File: config.mk
export PLATFORM = sky130hd
export DESIGN_NAME = alu_seq_param
export DESIGN_NICKNAME = d
export VERILOG_FILES = /design/src/rtl/alu_seq_param.sv
export SDC_FILE = /design/constraint.sdc
export NUM_CORES = 2
export LEC_CHECK = 0
export ABC_AREA = 1
export CORE_ASPECT_RATIO = 1.5
export CORE_MARGIN = 4
export CORE_UTILIZATION = 60
export CTS_CLUSTER_SIZE = 30
export DETAILED_ROUTE_END_ITERATION = 16
export PLACE_DENSITY_LB_ADDON = 0.25
export RECOVER_POWER = 100
export SLEW_MARGIN = 25
export SYNTH_ARGS = -nofsm -noshare
export SYNTH_HDL_FRONTEND = slang
export SYNTH_SLANG_ARGS = --single-unit
File: constraint.sdc
create_clock -name clk -period 6 [get_ports clk]
set_clock_uncertainty 0.15 [all_clocks]
set_input_delay 0.9 -clock clk [delete_from_list [all_inputs] [get_ports clk]]
set_output_delay 0.9 -clock clk [all_outputs]
set_load 0.01 [all_outputs]
File: src/rtl/alu_seq_param.sv
`default_nettype none
// ============================================================================
//  Module   : alu_seq_param
//  Purpose  : Handshaked ALU with registered results/flags. Arithmetic, shift
//             and logic ops complete in one cycle; multiply is an iterative
//             shift-add (unsigned or signed) producing a 2*WIDTH product.
//  Revision : 1.0  initial release
// ============================================================================
module alu_seq_param #(
  parameter int WIDTH = 32,
  parameter int SHW   = $clog2(WIDTH)
) (
  input  logic             clk,
  input  logic             rst,
  input  logic             in_valid,
  output logic             in_ready,
  input  logic [3:0]       op,
  input  logic [3:0]       op1,
  input  logic [WIDTH-1:0] in0,
  input  logic [WIDTH-1:0] in1,
  output logic             out_valid,
  input  logic             out_ready,
  output logic [WIDTH-1:0] out,
  output logic [WIDTH-1:0] out0,
  output logic             carryout,
  output logic             overflow,
  output logic             zero,
  output logic             N,
  output logic             err
);

  typedef enum logic [1:0] {
    S_IDLE = 2'd0,
    S_MUL  = 2'd1,
    S_DONE = 2'd2
  } state_t;

  state_t               state_q, state_d;
  logic [SHW-1:0]       cnt_q, cnt_d;
  logic [2*WIDTH-1:0]   acc_q, acc_d;
  logic [2*WIDTH-1:0]   mcand_q, mcand_d;
  logic [WIDTH-1:0]     mplier_q, mplier_d;
  logic                 neg_q, neg_d;
  logic [WIDTH-1:0]     out_q, out_d, out0_q, out0_d;
  logic                 cy_q, cy_d, ov_q, ov_d, zero_q, zero_d, n_q, n_d, err_q, err_d;

  // Single-cycle datapath terms, evaluated on the live inputs at accept time
  logic [SHW-1:0]       w_sh;
  logic [WIDTH-1:0]     w_opb;
  logic [WIDTH:0]       w_sum, w_dif;
  logic [WIDTH:0]       w_shl, w_shr;
  logic signed [WIDTH:0] w_sra;
  logic [WIDTH-1:0]     w_sla_chk;
  logic [WIDTH-1:0]     w_res;
  logic                 w_cy, w_ov, w_ill;
  logic [WIDTH-1:0]     w_a_mag, w_b_mag;
  logic [2*WIDTH-1:0]   w_acc_nxt, w_prod;

  // inc/dec reuse the add/sub paths with a constant second operand
  assign w_opb = op1[0] ? WIDTH'(1) : in1;
  assign w_sum = {1'b0, in0} + {1'b0, w_opb};
  assign w_dif = {1'b0, in0} - {1'b0, w_opb};   // MSB is the borrow

  // One guard bit beyond the word catches the last bit shifted out (0 when sh==0)
  assign w_sh      = in1[SHW-1:0];
  assign w_shl     = {1'b0, in0} << w_sh;
  assign w_shr     = {in0, 1'b0} >> w_sh;
  assign w_sra     = $signed({in0, 1'b0}) >>> w_sh;
  // SLA overflows unless shifting back arithmetically restores the operand
  assign w_sla_chk = $signed(w_shl[WIDTH-1:0]) >>> w_sh;

  // Multiply operates on magnitudes; sign is reapplied to the full product
  assign w_a_mag = (op1[0] && in0[WIDTH-1]) ? -in0 : in0;
  assign w_b_mag = (op1[0] && in1[WIDTH-1]) ? -in1 : in1;

  assign in_ready  = (state_q == S_IDLE);
  assign out_valid = (state_q == S_DONE);
  assign out       = out_q;
  assign out0      = out0_q;
  assign carryout  = cy_q;
  assign overflow  = ov_q;
  assign zero      = zero_q;
  assign N         = n_q;
  assign err       = err_q;

  // Opcode decode for the single-cycle classes; illegal codes yield all zeros
  always_comb begin
    w_res = '0;
    w_cy  = 1'b0;
    w_ov  = 1'b0;
    w_ill = 1'b0;
    case (op)
      4'd0: begin
        if (op1 > 4'd3) begin
          w_ill = 1'b1;
        end else if (!op1[1]) begin
          w_res = w_sum[WIDTH-1:0];
          w_cy  = w_sum[WIDTH];
          w_ov  = (in0[WIDTH-1] == w_opb[WIDTH-1]) && (w_sum[WIDTH-1] != in0[WIDTH-1]);
        end else begin
          w_res = w_dif[WIDTH-1:0];
          w_cy  = w_dif[WIDTH];
          w_ov  = (in0[WIDTH-1] != w_opb[WIDTH-1]) && (w_dif[WIDTH-1] != in0[WIDTH-1]);
        end
      end
      4'd1: begin
        case (op1)
          4'd0: begin w_res = w_shl[WIDTH-1:0]; w_cy = w_shl[WIDTH]; end
          4'd1: begin w_res = w_shr[WIDTH:1];   w_cy = w_shr[0];     end
          4'd2: begin w_res = w_sra[WIDTH:1];   w_cy = w_sra[0];     end
          4'd3: begin
            w_res = w_shl[WIDTH-1:0];
            w_cy  = w_shl[WIDTH];
            w_ov  = (w_sla_chk != in0);
          end
          default: w_ill = 1'b1;
        endcase
      end
      4'd2: begin
        case (op1)
          4'd0:    w_res = in0 & in1;
          4'd1:    w_res = in0 | in1;
          4'd2:    w_res = in0 ^ in1;
          4'd3:    w_res = {in0[WIDTH/2-1:0], in0[WIDTH-1:WIDTH/2]};
          4'd4:    w_res = ~in0;
          default: w_ill = 1'b1;
        endcase
      end
      4'd3:    w_ill = (op1 > 4'd1);
      default: w_ill = 1'b1;
    endcase
  end

  // Next-state, multiplier iteration and result capture
  always_comb begin
    state_d  = state_q;
    cnt_d    = cnt_q;
    acc_d    = acc_q;
    mcand_d  = mcand_q;
    mplier_d = mplier_q;
    neg_d    = neg_q;
    out_d    = out_q;
    out0_d   = out0_q;
    cy_d     = cy_q;
    ov_d     = ov_q;
    zero_d   = zero_q;
    n_d      = n_q;
    err_d    = err_q;
    w_acc_nxt = acc_q + (mplier_q[0] ? mcand_q : '0);
    w_prod    = neg_q ? -w_acc_nxt : w_acc_nxt;
    case (state_q)
      S_IDLE: begin
        if (in_valid) begin
          if (op == 4'd3 && op1 <= 4'd1) begin
            state_d  = S_MUL;
            cnt_d    = '0;
            acc_d    = '0;
            mcand_d  = {{WIDTH{1'b0}}, w_a_mag};
            mplier_d = w_b_mag;
            neg_d    = op1[0] & (in0[WIDTH-1] ^ in1[WIDTH-1]);
          end else begin
            state_d = S_DONE;
            out_d   = w_res;
            out0_d  = '0;
            cy_d    = w_cy;
            ov_d    = w_ov;
            err_d   = w_ill;
            n_d     = w_res[WIDTH-1];
            zero_d  = (w_res == '0);
          end
        end
      end
      S_MUL: begin
        acc_d    = w_acc_nxt;
        mcand_d  = mcand_q << 1;
        mplier_d = mplier_q >> 1;
        cnt_d    = cnt_q + 1'b1;
        if (cnt_q == SHW'(WIDTH-1)) begin
          state_d = S_DONE;
          out_d   = w_prod[WIDTH-1:0];
          out0_d  = w_prod[2*WIDTH-1:WIDTH];
          cy_d    = 1'b0;
          ov_d    = 1'b0;
          err_d   = 1'b0;
          n_d     = w_prod[2*WIDTH-1];
          zero_d  = (w_prod == '0);
        end
      end
      S_DONE: begin
        if (out_ready) state_d = S_IDLE;
      end
      default: state_d = S_IDLE;
    endcase
  end

  // State and datapath registers; reset discards any operation in flight
  always_ff @(posedge clk) begin
    if (rst) begin
      state_q  <= S_IDLE;
      cnt_q    <= '0;
      acc_q    <= '0;
      mcand_q  <= '0;
      mplier_q <= '0;
      neg_q    <= 1'b0;
      out_q    <= '0;
      out0_q   <= '0;
      cy_q     <= 1'b0;
      ov_q     <= 1'b0;
      zero_q   <= 1'b0;
      n_q      <= 1'b0;
      err_q    <= 1'b0;
    end else begin
      state_q  <= state_d;
      cnt_q    <= cnt_d;
      acc_q    <= acc_d;
      mcand_q  <= mcand_d;
      mplier_q <= mplier_d;
      neg_q    <= neg_d;
      out_q    <= out_d;
      out0_q   <= out0_d;
      cy_q     <= cy_d;
      ov_q     <= ov_d;
      zero_q   <= zero_d;
      n_q      <= n_d;
      err_q    <= err_d;
    end
  end

endmodule
`default_nettype wire

==> flow_summary.ini, run 1 <==
[synthesis]
yosysWarningCount = 0
synth_top_area_frac = 0.244
synthesis.area_um2 = 31900
yosysTopAreaCell = nand2_1
syn_area_per_cell_um2 = 5.37
synth_common_cells = 2072 x nand2_1, 704 x inv_1, 593 x nand3_1
syn_nets = 6212
ys_ff_latch = 237
yosysMostFrequentCell = nand2_1
synth_cell_types = 62
yosysSeqAreaShare = 0.149
synth-async-reset-ratio = 0
synth-edff-count = 0
synth_area_leaders = nand2_1 24%, dfxtp_1 15%, nand3_1 9.3%
synthCells = 5936
synthFlopType = dfxtp_1

[clock_network]
cts_root_buf = clkbuf_16
cts_max_path_buffers = 3
cts-resized-gates = 0
htreeDepth = 1
cts_sinks = 237
cts_buffers = 26
cts_hold_buffers = 0
cts_setup_buffers = 0

[placement]
place.gp.congestion = 1.26
dp_hpwl_um = 136000
port_buffers = 146

[die]
initial_core_util = 0.606
rows = 103
die_x_um = 196
io_pins = 147
fp.dieH_um = 290

[run_status]
status = aborted with a tool error
tool.error = [ERROR GRT-0116] Global routing finished with congestion. Check the congestion regions in the DRC Viewer.
stop_stage = global routing (5_1_grt)

[global_route]
grt.total_usage = 0.699
overflow = 571
grt_pass1_wl_um = 316000
grt_pass1_vias = 45900
grt_max_degree = 124
-- cells by family after synthesis --
| kind of cell | after synthesis | synth area share |
|---|---|---|
| adders and majority gates | 200 | 0.0792 |
| xor gates and xnor gates | 62 | 0.0170 |
| DFF | 237 | 0.149 |
| buffers and inverters | 996 | 0.118 |
| AOI/OAI and AO/OA | 996 | 0.177 |
| and+or+nand+nor | 3433 | 0.456 |
| muxes | 12 | 0.00377 |
-- stage by stage --
stage / hold WS, ps / utilization / setup slack (ps) / area, um^2 / instances
floorplan: 285 / - / 1560 / 31900 / 5936
global placement: 300 / 0.650 / 341 / 34200 / 6634
CTS: 315 / 0.667 / 692 / 35100 / 6682
detailed placement: 305 / 0.650 / 369 / 34200 / 6634
-- layer usage --
metal	overflow	global-route usage
met3	6	0.476
met4	203	0.730
met2	358	0.927
met5	2	0.166
met1	2	0.674
==> inputs of run 2 (changes only) <==
CORE_ASPECT_RATIO = default   (was 1.5)
CORE_UTILIZATION = 40   (was 60)
CTS_CLUSTER_SIZE = default   (was 30)
PLACE_DENSITY_LB_ADDON = 0.15   (was 0.25)
==> flow_summary.ini, run 2 <==
[run_status]
status = finished, violations left
violations = max-capacitance violations, max-slew violations

[clock_network]
clk_latency_ps = 610
cts_sinks = 237
cts_hold_buffers = 0
clkTransAtPathRegs_ps = 70
cts-resized-gates = 0
cts_buffers = 29
htreeDepth = 1
cts_max_path_buffers = 3
cts_root_buf = clkbuf_16
cts_tree = done
cts_setup_buffers = 0

[worst_hold_path]
hold_start = overflow$_SDFFE_PP0P_
hold_path_class = register to register
hold_depth = 2
whs_endpoint = overflow$_SDFFE_PP0P_

[pwr]
p_per_area_nw_per_um2 = 144
p_clk_frac = 0.372
switchingPower_mw = 2.02
switching_share = 0.394
combPwrFrac = 0.317
vdd_drop_max_uv = 165
sequentialPowerShare = 0.311
leakagePower_nw = 18.6
cell_internal_pwr_mw = 3.10

[setup_path]
cp-end-kind = register
worst-path-buf-inv = 3
r2r-end = zero$_SDFFE_PP0P_
crit_fanout = 56
critical_path.max_stage_delay_ps = 510
crit-reg2reg-launch = mplier_q[0]$_SDFFE_PP0P_
critPathTopFamily = simple AND/OR/NAND/NOR gates
reg2reg_depth = 26
worstPathArrival_ps = 5870
crit_type = register to register
r2r_slack_ps = 520
cp.required_ps = 6390
cpMostUsedCell = nand2_1
cp-start-kind = register
critPathSlowestCell = dfxtp_2

[die]
die_x_um = 290
die_area_um2 = 84200
io_pins = 147
rows = 103
core_um2 = 79000
fp.dieH_um = 290
initial_core_util = 0.403

[sta]
slew_viol_final = 107
holdWs_ps = 312
setup_viol = 0
fin_crit_sh = 0.913
min_period_ps = 5480
hold_viol_final = 0
slew-limit-headroom = -0.359
clock.fmax_mhz = 183
tightest_slew_ps = 2040
finalSetupTns_ps = 0
rsz0062_at_grt = false

[synthesis]
synth-async-reset-ratio = 0
synthCells = 5936
syn_nets = 6212
synth-edff-count = 0
yosysWarningCount = 0
synth_area_leaders = nand2_1 24%, dfxtp_1 15%, nand3_1 9.3%
synth_top_area_frac = 0.244
yosysTopAreaCell = nand2_1
synth_cell_types = 62
syn_area_per_cell_um2 = 5.37
yosysMostFrequentCell = nand2_1
synth_common_cells = 2072 x nand2_1, 704 x inv_1, 593 x nand3_1
ys_ff_latch = 237
yosysSeqAreaShare = 0.149
synthFlopType = dfxtp_1
synthesis.area_um2 = 31900

[placement]
dp_hpwl_um = 136000
place.gp.congestion = 1.06
port_buffers = 146

[detailed_routing]
viasPerCell = 5.79
ant_nets = 0
wl_per_cell_um = 23.9
drt_pass1_iterations = 9
first_iter_violations = 5387
wirelength_um = 168000
via_count = 40900
drc_errors = 0

[global_route]
antenna_found_initial = 11
grt.total_usage = 0.380
overflow = 0
grt_max_degree = 107
grt_pass1_vias = 36700
grt_pass1_wl_um = 245000

[finish]
syn2layout_area_growth_pct = 11.4
fillers = 9077
fin_nets = 6252
reg.largest.list = acc_q (64), mcand_q (64)
final_cell_mix = 2075 x nand2_1, 702 x inv_1, 595 x nand3_1
drive_gt1_frac = 0.0520
layout_commonest_cell = nand2_1

[flow_run]
cap_viol_max_count = 1
## run 2: cell counts after synthesis
No cell type changed its count.
## run 2: power by group through the flow
stage / sequential [mW] / combinational, mW / clock, mW
global route: 1.59 / 1.74 / 1.97
CTS: 1.59 / 1.56 / 1.92
global placement: 1.63 / 1.57 / 0
floorplan: 1.62 / 0.928 / 0
finish: 1.59 / 1.62 / 1.90
detailed placement: 1.63 / 1.56 / 0
## run 2: how the worst max path moves through the flow
| stage | start | end | slack, ps | depth (start not counted) |
|---|---|---|---|---|
| after floorplan | in1[2] | zero$_SDFFE_PP0P_ | 1560 | 27 |
| after global placement | in1[12] | zero$_SDFFE_PP0P_ | 310 | 24 |
| after detailed placement | in1[12] | zero$_SDFFE_PP0P_ | 330 | 24 |
| after CTS | mplier_q[0]$_SDFFE_PP0P_ | zero$_SDFFE_PP0P_ | 910 | 26 |
| after global routing | op1[2] | mplier_q[14]$_SDFFE_PP0P_ | 210 | 12 |
| final | mplier_q[0]$_SDFFE_PP0P_ | zero$_SDFFE_PP0P_ | 520 | 26 |
## run 2: per-stage QoR
step / total power [mW] / instances / instance area (um^2) / utilization / worst slack [ps]
finish: 5.12 / 7052 / 35500 / 0.450 / 522
global route: 5.30 / 7048 / 35500 / 0.449 / 207
CTS: 5.07 / 7047 / 35600 / 0.450 / 905
detailed placement: 3.18 / 6995 / 34600 / 0.438 / 331
global placement: 3.19 / 6995 / 34600 / 0.438 / 315
floorplan: 2.55 / 5936 / 31900 / - / 1560
## run 2: area by class of cell
cell class,instances,area [um^2],share of cell area
sequential,237,4750,0.134
timing repair buffer,268,2350,0.0662
inverter,737,2770,0.0780
multi-input combinational,4703,23300,0.657
tap,1050,1310,0.0370
clock buffer,32,747,0.0210
antenna,5,12.5,0.000352
clock inverter,20,231,0.00652
## run 2: cells by family after synthesis
family	Yosys count	share of synthesized area
simple gates	3433	0.456
compound gates	996	0.177
xor+xnor	62	0.0170
flops	237	0.149
buf+inv	996	0.118
mux	12	0.00377
fa+ha+maj	200	0.0792
## run 2: per-layer routing
metal | global-route usage | share of wire
met1 | 0.557 | 0.45
met2 | 0.539 | 0.39
met3 | 0.102 | 0.12
met4 | 0.118 | 0.037
met5 | 0 | 0.00015
## run 2: worst min-delay path, delay by kind of cell, from the launching register on
kind	cells	cell delay [ps]
AO/OA/AOI/OAI	1	50
flip-flops	1	310
AND/OR/NAND/NOR	1	60
Note: power is estimated with default switching activity, not from simulation.
